--- src/rtl/dataflow_merge_arbiter.sv ---
// Two-input round-robin merge for valid/ready streams.
// Grants one source for a whole burst and registers the output beat.
module dataflow_merge_arbiter #(
    parameter int DATA_WIDTH = 32,
    parameter int BURST_LEN  = 2
) (
    input  logic                    clk,
    input  logic                    reset,
    input  logic [1:0]              i_valid,
    output logic [1:0]              i_ready,
    input  logic [2*DATA_WIDTH-1:0] i_data,
    output logic                    o_valid,
    input  logic                    o_ready,
    output logic [DATA_WIDTH-1:0]   o_data,
    output logic                    o_sel,
    output logic                    o_last
);

    localparam int CW = (BURST_LEN > 1) ? $clog2(BURST_LEN) : 1;
    localparam logic [CW-1:0] LAST_CNT = CW'(BURST_LEN - 1);

    typedef enum logic {
        IDLE,
        LOCK
    } state_t;

    state_t          state;
    state_t          state_nxt;
    logic            grant;
    logic            grant_nxt;
    logic            last_served;
    logic            last_served_nxt;
    logic [CW-1:0]   count;
    logic [CW-1:0]   count_nxt;
    logic            load_en;
    logic            xfer;
    logic            burst_end;
    logic [DATA_WIDTH-1:0] sel_data;

    assign load_en = !o_valid || o_ready;

    // Ready depends only on state and o_ready, never on i_valid.
    always_comb begin
        i_ready = 2'b00;
        if (state == LOCK && load_en) begin
            i_ready[grant] = 1'b1;
        end
    end

    assign xfer      = |(i_valid & i_ready);
    assign burst_end = xfer && (count == LAST_CNT);
    assign sel_data  = grant ? i_data[DATA_WIDTH +: DATA_WIDTH]
                             : i_data[0 +: DATA_WIDTH];

    always_ff @(posedge clk) begin
        if (reset) begin
            state       <= IDLE;
            grant       <= 1'b0;
            count       <= '0;
            last_served <= 1'b1;
        end else begin
            state       <= state_nxt;
            grant       <= grant_nxt;
            count       <= count_nxt;
            last_served <= last_served_nxt;
        end
    end

    always_comb begin
        state_nxt       = state;
        grant_nxt       = grant;
        count_nxt       = count;
        last_served_nxt = last_served;
        unique case (state)
            IDLE: begin
                if (|i_valid) begin
                    state_nxt = LOCK;
                    count_nxt = '0;
                    grant_nxt = (&i_valid) ? ~last_served : i_valid[1];
                end
            end
            LOCK: begin
                if (burst_end) begin
                    state_nxt       = IDLE;
                    count_nxt       = '0;
                    last_served_nxt = grant;
                end else if (xfer) begin
                    count_nxt = count + CW'(1);
                end
            end
        endcase
    end

    // Output register: load on transfer, drain on o_ready, else hold.
    always_ff @(posedge clk) begin
        if (reset) begin
            o_valid <= 1'b0;
            o_data  <= '0;
            o_sel   <= 1'b0;
            o_last  <= 1'b0;
        end else if (xfer) begin
            o_valid <= 1'b1;
            o_data  <= sel_data;
            o_sel   <= grant;
            o_last  <= (count == LAST_CNT);
        end else if (o_ready) begin
            o_valid <= 1'b0;
        end
    end

endmodule

--- config.mk ---
export PLATFORM = sky130hd
export DESIGN_NAME = dataflow_merge_arbiter
export DESIGN_NICKNAME = d
export VERILOG_FILES = /design/src/rtl/dataflow_merge_arbiter.sv
export SDC_FILE = /design/constraint.sdc
export NUM_CORES = 1
export LEC_CHECK = 0
export ABC_AREA = 1
export ABC_CLOCK_PERIOD_IN_PS = 1480
export BUFFER_PORTS_ARGS = -buffer_cell sky130_fd_sc_hd__buf_2
export CORE_MARGIN = 3
export CORE_UTILIZATION = 45
export CTS_CLUSTER_DIAMETER = 30
export DETAILED_ROUTE_END_ITERATION = 7
export PLACE_DENSITY = 0.8
export RECOVER_POWER = 25
export REMOVE_ABC_BUFFERS = 1
export SYNTH_ARGS = -nofsm -noshare
export SYNTH_HDL_FRONTEND = slang
export SYNTH_SLANG_ARGS = --single-unit
--- constraint.sdc ---
create_clock -name clk -period 1.48 [get_ports clk]
set_input_delay 0.222 -clock clk [delete_from_list [all_inputs] [get_ports clk]]
set_output_delay 0.222 -clock clk [all_outputs]
set_load 0.01 [all_outputs]
==> PnR_summary.wiki <==
{| class="wikitable"
! Metric !! Value
|-
| Status || completed
|-
| Die Area || 5200 µm²
|-
| Area growth syn-to-layout || 32.76%
|-
| Leading cell types in the layout, fill and taps excluded || sky130_fd_sc_hd__nand2_1 (107), sky130_fd_sc_hd__buf_2 (88), sky130_fd_sc_hd__nor2_1 (48), sky130_fd_sc_hd__dfxtp_1 (38), sky130_fd_sc_hd__o21bai_1 (32)
|-
| # fillers || 416
|-
| Number of pins with negative max-slew slack in the final report || 0
|-
| Relative max-transition margin || 78.73%
|-
| H-tree depth || 2
|-
| Final critical-path required period || 1.374 ns
|-
| Proportion of power drawn by flip-flops and latches || 47.3%
|-
| Sink Count || 39
|-
| Number of DRC markers after the initial detailed-route iteration || 110
|-
| Combinational Power Share || 22.0%
|-
| Endpoint kind of the worst setup timing path || output port
|-
| Vias || 2054
|-
| Clock tree from TritonCTS || built
|-
| Master cell of the clock root buffer || sky130_fd_sc_hd__clkbuf_8
|-
| Clk_lat worst skew || 0.28 ns
|-
| Sum of overflow across all layers after global routing || 0
|-
| Clock slew at reported path FFs || 0.07 ns
|-
| IO Port Bufs || 105
|-
| Sum of negative setup slack || 0 ns
|-
| Biggest area consumer among synthesized cells || sky130_fd_sc_hd__dfxtp_1
|-
| GP Congestion || 0.7758
|-
| Die extent in y || 72.11 µm
|-
| Hold WC Path Type || input pin to flop
|-
| Width of the chip || 72.11 µm
|-
| Residual antenna-violating net count after detailed routing || 0
|-
| Critical path type || flop to output port
|-
| Internal power || 1.802 mW
|-
| Leakage power figure || 1.506 nW
|-
| Fmax || 728.0 MHz
|-
| Final hold violations || 0
|-
| Unrepaired setup endpoints after global routing || false
|-
| Maximum number of pins on one net before global-route repair || 21
|-
| Number of rows in the core area || 23
|-
| Total of warnings raised by yosys || 0
|-
| Count of state elements after synthesis || 39
|-
| Per-instance average area after synthesis || 7.000 µm²
|-
| Proportion of synthesized chip area in sequential cells || 39.69%
|-
| Largest stage delay, worst path || 0.37 ns
|-
| First-pass GRT wire length || 7445 µm
|-
| Cell Area, Synth || 1967 µm²
|-
| Initial antenna violation count || 0
|-
| Critical-path top delay cell || sky130_fd_sc_hd__dfxtp_2
|-
| Number of primary I/O pins || 106
|-
| Core area || 4115 µm²
|-
| Skew final || 0.004499 ns
|-
| Final cycle utilization of the critical path || 92.81%
|-
| Max Buffers Root-to-Sink || 2
|-
| Least-Margin Pin Slew || 0.3191 ns
|-
| Layout Nets || 455
|-
| Maximum vdd ir drop || 0.0004887 V
|-
| Final worst hold slack || 0.2278 ns
|-
| TritonCTS buffer count || 5
|-
| Number of design rule violations left after detail routing || 0
|-
| Crit-path cells || inv_2, buf_4, nor2_1, buf_2
|-
| Maximum Capacitance Violations || 0
|-
| HPWL Detailed || 3654 µm
|-
| Antenna cells || 0
|-
| Via count of the first global-routing pass || 1765
|-
| Most common cell after layout, fill and taps aside || sky130_fd_sc_hd__nand2_1
|-
| Power density over the cells || 956.7 nW/µm²
|-
| Top post-synthesis cells by area || sky130_fd_sc_hd__dfxtp_1 (40%), sky130_fd_sc_hd__nand2_1 (20%), sky130_fd_sc_hd__o21bai_1 (12%)
|-
| Sw power || 696.5 µW
|-
| Overall routing resource usage || 17.67%
|-
| Maximum fanout along the worst path || 17
|-
| Fraction of post-synthesis cell area in the top cell type by area || 39.69%
|-
| Total wire length after detailed routing || 4827 µm
|-
| Number of failing setup endpoints in the final timing report || 0
|-
| Type of element launching the critical path || flop
|-
| Initial core utilization || 47.80%
|-
| Sw frac || 27.88%
|-
| Syn Inst Count || 281
|-
| Share of post-route cells with drive strength above 1 || 33.59%
|-
| Signal arrival time at the worst endpoint || 1.15 ns
|-
| First drt pass iteration count || 4
|-
| WL per Instance || 11.05 µm
|-
| Number of distinct library cell variants in the gate-level netlist after synthesis || 19
|-
| Clock network fraction of total power || 30.7%
|-
| Worst EP required || 1.26 ns
|-
| Vias per cell || 4.700
|}
## critical path, delay by kind of cell, from the launching register on
kind / cells / cell delay [ns]
buffers and inverters: 3 / 0.39
flip-flops: 1 / 0.37
AND/OR/NAND/NOR: 1 / 0.10
## Yosys cell counts
master,n
sky130_fd_sc_hd__nand2_4,1
sky130_fd_sc_hd__nand4_2,1
sky130_fd_sc_hd__inv_4,1
sky130_fd_sc_hd__buf_2,3
sky130_fd_sc_hd__o21ai_0,1
sky130_fd_sc_hd__inv_1,4
sky130_fd_sc_hd__nor2_1,48
sky130_fd_sc_hd__buf_6,7
sky130_fd_sc_hd__inv_2,1
sky130_fd_sc_hd__o21bai_1,32
sky130_fd_sc_hd__a21oi_1,3
sky130_fd_sc_hd__clkbuf_1,6
sky130_fd_sc_hd__nand2_1,107
sky130_fd_sc_hd__nand4_4,1
sky130_fd_sc_hd__nand3_1,4
sky130_fd_sc_hd__nor2_2,20
sky130_fd_sc_hd__nand3b_1,1
sky130_fd_sc_hd__dfxtp_1,39
sky130_fd_sc_hd__nor3_1,1
## path summary, 6_finish.rpt
path / startpoint / to / slack, ns / depth (start not counted)
worst max-delay path: grant$_SDFFE_PP0P_ / i_ready[1] / 0.11 / 4
worst min-delay path: i_valid[1] / state$_SDFF_PP0_ / 0.23 / 3
worst max register to register: state$_SDFF_PP0_ / o_data[17]$_SDFFE_PP0P_ / 0.12 / 6
worst min register to register: o_sel$_SDFFE_PP0P_ / o_sel$_SDFFE_PP0P_ / 0.46 / 2
## per-layer routing
layer / GRT usage (%) / share of wire [%]
met4: 5.637 / 1.3
met1: 21.32 / 42
met3: 4.017 / 7.8
met2: 30.94 / 49
met5: 0 / 0
## cell type report
type	count	area, µm²	share of cell area (%)
Clock buffer	8	100.1	3.833
Timing Repair Buffer	114	596.8	22.86
Inverter	6	25.02	0.9583
Multi-Input combinational cell	220	1045	40.01
Sequential cell	39	782.0	29.95
Tap cell	50	62.56	2.396
## power groups by stage
stage	logic [mW]	registers, mW	clock network, mW
final	0.549	1.18	0.768
after floorplan	0.245	1.25	0
after CTS	0.566	1.18	0.786
after detailed placement	0.564	1.20	0
after global placement	0.552	1.20	0
after global routing	0.616	1.19	0.832
## registers in the layout, summed over array words and instances, names as in the netlist
name	cells
o_data	32
o_valid	1
o_sel	1
last_served	1
count	1
o_last	1
grant	1
state	1
## repair_timing
action | 4_1_cts | 5_1_grt
hold buffers | 0 | 0
endpoints found under the hold margin | 0 | 0
resized for setup | 0 | 1
setup endpoints to repair | 0 | 1
buffers inserted | 0 | 0
## cell families after synthesis
family                 count (synthesis)  synth area share [%]
AOI/OAI and AO/OA                     36                 13.23
DFF                                   39                 39.69
buffers and inverters                 22                 7.188
and+or+nand+nor                      184                 39.89
## stage by stage
step	cell area (µm²)	util [%]	setup WS (ns)	cells	total power, mW
after floorplan	1851	-	-0.7810	265	1.492
after global placement	2531	61.51	0.1804	429	1.752
after detailed placement	2531	61.51	0.1300	429	1.766
after CTS	2631	63.94	0.03038	437	2.532
after global routing	2611	63.45	0.007912	437	2.639
final	2611	63.45	0.1064	437	2.498
No activity file was read; power rests on OpenSTA's default activity.
